==> src/rtl/iterative_divider_pkg.sv <==
// Shared divider constants: RV32M op encodings, iteration count, FSM states.
package iterative_divider_pkg;

    localparam int          DIV_ITERS = 32;
    localparam logic [5:0]  ITER_LOAD = 6'(DIV_ITERS);

    // op[1] selects remainder, op[0] selects unsigned
    localparam logic [1:0]  OP_DIV  = 2'b00;
    localparam logic [1:0]  OP_DIVU = 2'b01;
    localparam logic [1:0]  OP_REM  = 2'b10;
    localparam logic [1:0]  OP_REMU = 2'b11;

    typedef enum logic [1:0] {
        S_IDLE = 2'b00,
        S_RUN  = 2'b01,
        S_DONE = 2'b10
    } div_state_e;

    // Two's-complement magnitude when the operand is to be treated as negative.
    function automatic logic [31:0] abs32(input logic [31:0] v, input logic neg);
        return neg ? (~v + 32'd1) : v;
    endfunction

endpackage

==> src/rtl/iterative_divider_sub_step.sv <==
// One restoring-division step: 33-bit partial remainder minus divisor.
module div_sub_step (
    input  logic [32:0] i_partial,
    input  logic [31:0] i_divisor,
    output logic [32:0] o_diff,
    output logic        o_borrow
);

    logic [33:0] w_full;

    // Extended subtraction; the top bit is the borrow out.
    always_comb begin
        w_full   = {1'b0, i_partial} - {2'b00, i_divisor};
        o_diff   = w_full[32:0];
        o_borrow = w_full[33];
    end

endmodule

==> src/rtl/iterative_divider.sv <==
// RV32M-style 32-bit iterative restoring divider, fixed 33-cycle latency.
//
// state  | meaning
// S_IDLE | waiting for start
// S_RUN  | 32 shift/subtract iterations, then result fix-up
// S_DONE | result valid, done pulse; start here chains the next op
module iterative_divider
    import iterative_divider_pkg::*;
(
    input  logic        clk,
    input  logic        rst,
    input  logic        start,
    input  logic [1:0]  op,
    input  logic [31:0] dividend,
    input  logic [31:0] divisor,
    output logic        busy,
    output logic        done,
    output logic [31:0] result
);

    div_state_e  r_state;
    logic [5:0]  r_cnt;
    logic [31:0] r_rem;
    logic [31:0] r_quo;
    logic [31:0] r_dvs;
    logic [31:0] r_dividend;
    logic        r_is_rem;
    logic        r_neg_q;
    logic        r_neg_r;
    logic        r_div_zero;
    logic        r_ovf;
    logic        r_busy;
    logic        r_done;
    logic [31:0] r_result;

    logic        w_a_neg;
    logic        w_b_neg;
    logic [32:0] w_partial;
    logic [32:0] w_diff;
    logic        w_borrow;
    logic        w_unused_diff_msb;
    logic [31:0] w_final;

    // Partial remainder shifted left with the next dividend bit brought in.
    assign w_partial         = {r_rem, r_quo[31]};
    // After a non-borrowing subtract the difference is below the divisor, so bit 32 is always 0.
    assign w_unused_diff_msb = w_diff[32];

    div_sub_step u_sub_step (
        .i_partial (w_partial),
        .i_divisor (r_dvs),
        .o_diff    (w_diff),
        .o_borrow  (w_borrow)
    );

    // Operand sign handling at capture time (signed ops only).
    always_comb begin
        w_a_neg = ~op[0] & dividend[31];
        w_b_neg = ~op[0] & divisor[31];
    end

    // Sign fix-up and special-case selection for the final result.
    always_comb begin
        w_final = 32'h0000_0000;
        if (r_div_zero)
            w_final = r_is_rem ? r_dividend : 32'hFFFF_FFFF;
        else if (r_ovf)
            w_final = r_is_rem ? 32'h0000_0000 : 32'h8000_0000;
        else if (r_is_rem)
            w_final = r_neg_r ? (~r_rem + 32'd1) : r_rem;
        else
            w_final = r_neg_q ? (~r_quo + 32'd1) : r_quo;
    end

    // Control FSM with iteration down-counter, datapath and registered outputs.
    always_ff @(posedge clk or posedge rst) begin
        if (rst) begin
            r_state    <= S_IDLE;
            r_cnt      <= 6'd0;
            r_rem      <= 32'd0;
            r_quo      <= 32'd0;
            r_dvs      <= 32'd0;
            r_dividend <= 32'd0;
            r_is_rem   <= 1'b0;
            r_neg_q    <= 1'b0;
            r_neg_r    <= 1'b0;
            r_div_zero <= 1'b0;
            r_ovf      <= 1'b0;
            r_busy     <= 1'b0;
            r_done     <= 1'b0;
            r_result   <= 32'd0;
        end else begin
            case (r_state)
                S_IDLE, S_DONE: begin
                    r_done <= 1'b0;
                    if (start) begin
                        r_state    <= S_RUN;
                        r_busy     <= 1'b1;
                        r_cnt      <= ITER_LOAD;
                        r_rem      <= 32'd0;
                        r_quo      <= abs32(dividend, w_a_neg);
                        r_dvs      <= abs32(divisor, w_b_neg);
                        r_dividend <= dividend;
                        r_is_rem   <= op[1];
                        r_neg_q    <= w_a_neg ^ w_b_neg;
                        r_neg_r    <= w_a_neg;
                        r_div_zero <= (divisor == 32'd0);
                        r_ovf      <= ~op[0] && (dividend == 32'h8000_0000)
                                              && (divisor == 32'hFFFF_FFFF);
                    end else begin
                        r_state <= S_IDLE;
                    end
                end
                S_RUN: begin
                    if (r_cnt == 6'd0) begin
                        r_result <= w_final;
                        r_done   <= 1'b1;
                        r_busy   <= 1'b0;
                        r_state  <= S_DONE;
                    end else begin
                        r_rem <= w_borrow ? w_partial[31:0] : w_diff[31:0];
                        r_quo <= {r_quo[30:0], ~w_borrow};
                        r_cnt <= r_cnt - 6'd1;
                    end
                end
                default: begin
                    r_state <= S_IDLE;
                    r_busy  <= 1'b0;
                    r_done  <= 1'b0;
                end
            endcase
        end
    end

    assign busy   = r_busy;
    assign done   = r_done;
    assign result = r_result;

endmodule

==> config.mk <==
export PLATFORM = sky130hd
export DESIGN_NAME = iterative_divider
export DESIGN_NICKNAME = d
export VERILOG_FILES = /design/src/rtl/iterative_divider_pkg.sv /design/src/rtl/iterative_divider_sub_step.sv /design/src/rtl/iterative_divider.sv
export SDC_FILE = /design/constraint.sdc
export NUM_CORES = 1
export LEC_CHECK = 0
export ABC_AREA = 0
export CAP_MARGIN = 20
export CORE_MARGIN = 2
export CORE_UTILIZATION = 35
export CTS_CLUSTER_SIZE = 20
export DETAILED_ROUTE_END_ITERATION = 7
export PLACE_DENSITY = 0.59
export SLEW_MARGIN = 20
export SYNTH_ARGS = -nofsm -noshare
export SYNTH_HDL_FRONTEND = slang
export SYNTH_SLANG_ARGS = --single-unit
export TNS_END_PERCENT = 10
==> constraint.sdc <==
create_clock -name clk -period 6.43 [get_ports clk]
set_input_delay 0.9645 -clock clk [delete_from_list [all_inputs] [get_ports clk]]
set_output_delay 0.9645 -clock clk [all_outputs]
set_load 0.01 [all_outputs]
Word-level counts from Yosys, hierarchy flattened:

Index checks and enable logic that the tools add are counted.

* muxes and demuxes: 27
* add/subtract/negate cells: 6
* bitwise gates (word level): 9
* equality and inequality tests: 7
* reduce and logical (&&, ||, !) cells: 11

Operator list (number)
* $mux 32: 14
* $add 32x1->32 const B: 4
* $not 32->32: 4
* $pmux 32 s2: 2
* $eq 32x32->1 const B: 2
* $sub 33x32->34: 1
* $logic_not 32->1: 1
* $mux 6: 2
* $pmux 6 s2: 1
* $logic_not 6->1: 1
* $ne 2x2->1 const B: 3
* $reduce_and 2->1: 3
* $sub 6x1->6 const B: 1
* $mux 1: 5
* $pmux 2 s2: 1
* $reduce_and 3->1: 1
* $and 1x1->1: 2
* $eq 2x1->1 const B: 1
* $eq 2x2->1 const B: 1
* $logic_and 1x1->1: 2
* $logic_not 2->1: 1
* $mux 2: 1
* $not 1->1: 2
* $pmux 1 s2: 1
* 3 further kinds: 3

* register bits: 175
* output and inout bits: 34
* input bits: 69
* word-level logic and storage cells: 74

Depth between registers and ports, before layout:

* word-level depth: 6
* gate-level depth with buffers: 13
* depth with buffers taken out: 12

Cells and area by module:

Synthesis repeated with hierarchy kept, for this count alone.

* cells, all modules: 1522
* area, all modules: 12366.9 µm²

Modules (own cells, without submodules)
* iterative_divider: instances 1, area each 10575.1 µm², sequential area each 4354.2 µm², cells an instance 1254
* div_sub_step: instances 1, area each 1791.7 µm², sequential area each 0.0 µm², cells an instance 268

Worst setup path before layout:

No wires, ideal clock.

* path type: input to register
* start point: input divisor[8]
* end point: register r_dvs[30]
* library setup time: 135 ps
* slack: 3245 ps
* required time: 6295 ps
* data arrival time: 3050 ps
* buffers on the path: 0
* cell stages on the path: 8
* cells stage by stage: or4_1 -> nor4_1 -> nand3b_1 -> or3_1 -> nor4_2 -> a21oi_1 -> xnor2_1 -> o21ai_0

* cells in the longest elaborated chain, start to end: 3

RTL lines
* start: declaration: RTL line iterative_divider.sv:15 `input logic [31:0] divisor,`
* $not 32->32: RTL line iterative_divider_pkg.sv:21 `return neg ? (~v + 32'd1) : v;`
* $add 32x1->32: RTL line iterative_divider_pkg.sv:21
* $mux 32: RTL line iterative_divider_pkg.sv:21
* end signal: assignment: RTL line iterative_divider.sv:102 `r_dvs <= abs32(divisor, w_b_neg);`
* end: declaration: RTL line iterative_divider.sv:25 `logic [31:0] r_dvs;`

No other way between the ends.
A chain may end at the register's enable or synchronous reset.

Worst setup path after layout:

* start point: input dividend[14]
* end point: register r_quo[30]

* cells in the longest elaborated chain, start to end: 5

RTL lines
* start: declaration: RTL line iterative_divider.sv:14 `input logic [31:0] dividend,`
* $not 32->32: RTL line iterative_divider_pkg.sv:21
* $add 32x1->32: RTL line iterative_divider_pkg.sv:21
* $mux 32: RTL line iterative_divider_pkg.sv:21
* $mux 32: RTL line iterative_divider.sv:96 `if (start) begin`
* $pmux 32 s2: RTL line iterative_divider.sv:93 `case (r_state)`
* end signal: assignment: RTL line iterative_divider.sv:101 `r_quo <= abs32(dividend, w_a_neg);`
* end signal: assignment: RTL line iterative_divider.sv:122 `r_quo <= {r_quo[30:0], ~w_borrow};`
* end: declaration: RTL line iterative_divider.sv:24 `logic [31:0] r_quo;`

No other way between the ends. The select of a mux whose other input is x is not followed.

==> results.sh <==
export IMPL_outcome="complete, no violations"
export IMPL_ys_seq_area_frac=0.3580
export IMPL_regToRegSetupSlack_ns=2.65
export IMPL_cp_start_kind="input pin"
export IMPL_fmax_mhz=258.1
export IMPL_yosys_area_share_simple=0.2000
export IMPL_rows=68
export IMPL_clock_sinks=174
export IMPL_maxCapViolCount=0
export IMPL_drtAntennaViolNets=0
export IMPL_clk_path_buf_depth=2
export IMPL_synth_flop_cell="dfrtp_1"
export IMPL_ys_warn_count=0
export IMPL_die_h_um=190.4
export IMPL_dpl_hpwl_um=26330
export IMPL_io_pin_count=103
export IMPL_muxShareOfSynthArea=0.02602
export IMPL_htree_levels=4
export IMPL_hold_viol=0
export IMPL_drt_iter0_markers=846
export IMPL_yosys_top_cells_count="nand2_1 (256), o21ai_0 (178), dfrtp_1 (174), a21oi_1 (105), nor2_1 (103)"
export IMPL_postCtsSetupRepairBufs=0
export IMPL_period_needed_ns=3.874
export IMPL_firstDrtPassIters=7
export IMPL_synth_compound_area_frac=0.2272
export IMPL_grt_overflow_total=0
export IMPL_routedWlPerCell_um=18.28
export IMPL_synth_top_family_by_area="compound AO/OA/AOI/OAI gates"
export IMPL_yosys_cell_count_top_type="nand2_1"
export IMPL_syn_num_nets=1627
export IMPL_clkTransAtPathRegs_ns=0.07
export IMPL_final_nets=1670
export IMPL_setup_viol=0
export IMPL_critPathMaxFanout=7
export IMPL_grt_first_pass_wirelength_um=59620
export IMPL_ys_async_sr_fraction=1.000
export IMPL_synth_edf_count=0
export IMPL_track_usage=0.2076
export IMPL_maxSlewViolCount=0
export IMPL_antennaDiodeCount=0
export IMPL_multi_input_area_sq_um=7256
export IMPL_seq_area_sq_um=4357
export IMPL_period_share=0.6025
export IMPL_power_density_nw_per_um2=574.2
export IMPL_post_synth_num_cell_types=67
export IMPL_min_from="result[4]"
export IMPL_die_w_um=190.4
export IMPL_clkLatencyLatePin_ns=0.45
export IMPL_hold_path_class="flip-flop to flip-flop"
export IMPL_initial_core_util=0.3539
export IMPL_setup_worst_path_class="input pin to flip-flop"
export IMPL_synth_area_leaders="dfrtp_1 (36%), nand2_1 (7.9%), o21ai_0 (7.3%)"
export IMPL_cts_buffers=17
export IMPL_synthAdderAreaFrac=0.04073
export IMPL_synth_top_area_frac=0.3580
export IMPL_drive_gt1_frac=0.04762
export IMPL_coreArea_sq_um=34370
export IMPL_cp_data_arrival_time_ns=4.17
export IMPL_yosysTopAreaCell="dfrtp_1"
export IMPL_cts_root_buf="clkbuf_16"
export IMPL_whs_path_depth=2
export IMPL_synth_xor_area_frac=0.1001
export IMPL_wirelength_um=37110
export IMPL_syn_area_sq_um=12160
export IMPL_antenna_found_initial=0
export IMPL_p_leak_nw=5.832
export IMPL_finalNonFillerCells=2030
export IMPL_synth_cells=1519
export IMPL_tightest_slew_ns=1.111
export IMPL_finalClockSkew_ns=0.01478
export IMPL_cts_resized_gates=0
export IMPL_drc=0
export IMPL_cts_tree="yes"
export IMPL_fin_tns_setup_ns=0
export IMPL_r2r_start="r_quo[31]"
export IMPL_synth_seq_cells=174
export IMPL_port_buffer_count=102
export IMPL_vias=11260
export IMPL_rsz0062_at_grt="no"
export IMPL_grt_max_degree=173
export IMPL_relSlewSlack=0.2594
export IMPL_grt_pass1_vias=10930
export IMPL_postCtsHoldBufs=0
export IMPL_gp_congestion=0.8766
export IMPL_layout_area_overhead_vs_synth_pct=16.99
export IMPL_n_fill_cell=3527
export IMPL_endpoint_kind="flip-flop"
export IMPL_ir_worst_vdd_mv=0.2868
export IMPL_dp_cells=1997
export IMPL_via_per_inst=5.547
export IMPL_dieArea_sq_um=36260
export IMPL_rr_endpoint="r_rem[24]"
export IMPL_required_ns=6.73
export IMPL_reg2reg_depth=12
export IMPL_power_mw=8.172
export IMPL_holdPathEnd="result[4]"
export IMPL_avgSynthCellArea_sq_um=8.008
-- stage by stage --
stage / instance area [sq um] / setup WS [ns] / hold slack (ns) / utilization
floorplan: 12160 / 0.7487 / 0.4401 / -
global placement: 13550 / 2.296 / 0.4520 / 0.3943
detailed placement: 13550 / 2.180 / 0.4573 / 0.3943
CTS: 14200 / 2.664 / 0.4747 / 0.4132
global route: 14230 / 2.241 / 0.4937 / 0.4140
finish: 14230 / 2.556 / 0.4700 / 0.4140
-- cell families (layout without fill, tap and decap cells) --
kind of cell | Yosys count | count (layout)
buffers and inverters | 155 | 211
and+or+nand+nor | 525 | 525
AOI/OAI and AO/OA | 456 | 456
muxes | 31 | 31
xor gates and xnor gates | 139 | 139
adders and majority gates | 39 | 39
DFF | 174 | 174
-- per-layer routing --
layer / GRT usage / share of wire / wire [um]
met5: 0 / 0 / 0
met4: 0.07782 / 0.029 / 1082
met3: 0.02484 / 0.036 / 1349
met2: 0.3443 / 0.48 / 17840
met1: 0.2770 / 0.45 / 16830
-- critical path: stages --
cell and delay, ns:
clkdlybuf4s50_1 0.50, nor4_1 0.77, nand3b_1 0.25, or4_1 0.50
nor3b_1 0.66, a31oi_1 0.20, xnor2_1 0.21, a22oi_1 0.12
-- area by class of cell --
| class | instances | area share |
|---|---|---|
| clock inverters | 13 | 0.01380 |
| repair buffers | 116 | 0.08141 |
| flip-flops and latches | 174 | 0.3061 |
| inverters | 63 | 0.01697 |
| multi-input cells | 1190 | 0.5098 |
| well taps | 455 | 0.04000 |
| clock buffers | 19 | 0.03183 |
-- placed cells by master (no fill, tap or decap), types with 38 or more instances in the layout --
| cell type | netlist | layout |
|---|---|---|
| xnor2_1 | 76 | 76 |
| ha_1 | 38 | 38 |
| nand2_1 | 256 | 256 |
| a21oi_1 | 105 | 105 |
| clkdlybuf4s50_1 | 0 | 102 |
| dfrtp_1 | 174 | 172 |
| xor2_1 | 63 | 63 |
| inv_1 | 62 | 61 |
| o21ai_0 | 178 | 178 |
| nor2_1 | 103 | 102 |
-- state kept, by name (all words and copies together) (netlist names) --
| register | flops |
|---|---|
| r_dividend | 32 |
| r_dvs | 32 |
| r_quo | 32 |
| r_rem | 32 |
| result | 32 |
| r_cnt | 6 |
| r_state | 2 |
| busy | 1 |
| r_div_zero | 1 |
| r_is_rem | 1 |
| r_neg_q | 1 |
| r_neg_r | 1 |
| r_ovf | 1 |
-- how the worst max path moves through the flow --
stage                 start   endpoint  slack (ns)  cells past startpoint
2_1_floorplan           rst       busy        0.75                      1
3_3_place_gp   dividend[14]  r_quo[30]        2.30                      8
3_5_place_dp   dividend[14]  r_quo[30]        2.18                      8
4_1_cts         dividend[2]  r_quo[30]        2.66                      8
5_1_grt        dividend[14]  r_quo[30]        2.24                      8
6_report       dividend[14]  r_quo[30]        2.56                      8
-- power breakdown --
| part | switching (mW) | total [mW] | internal (mW) |
|---|---|---|---|
| clock | 0.499 | 1.18 | 0.682 |
| sequential | 0.599 | 2.24 | 1.64 |
| combinational | 2.71 | 4.75 | 2.04 |
| total | 3.81 | 8.17 | 4.36 |
Note: power is estimated with default switching activity, not from simulation.
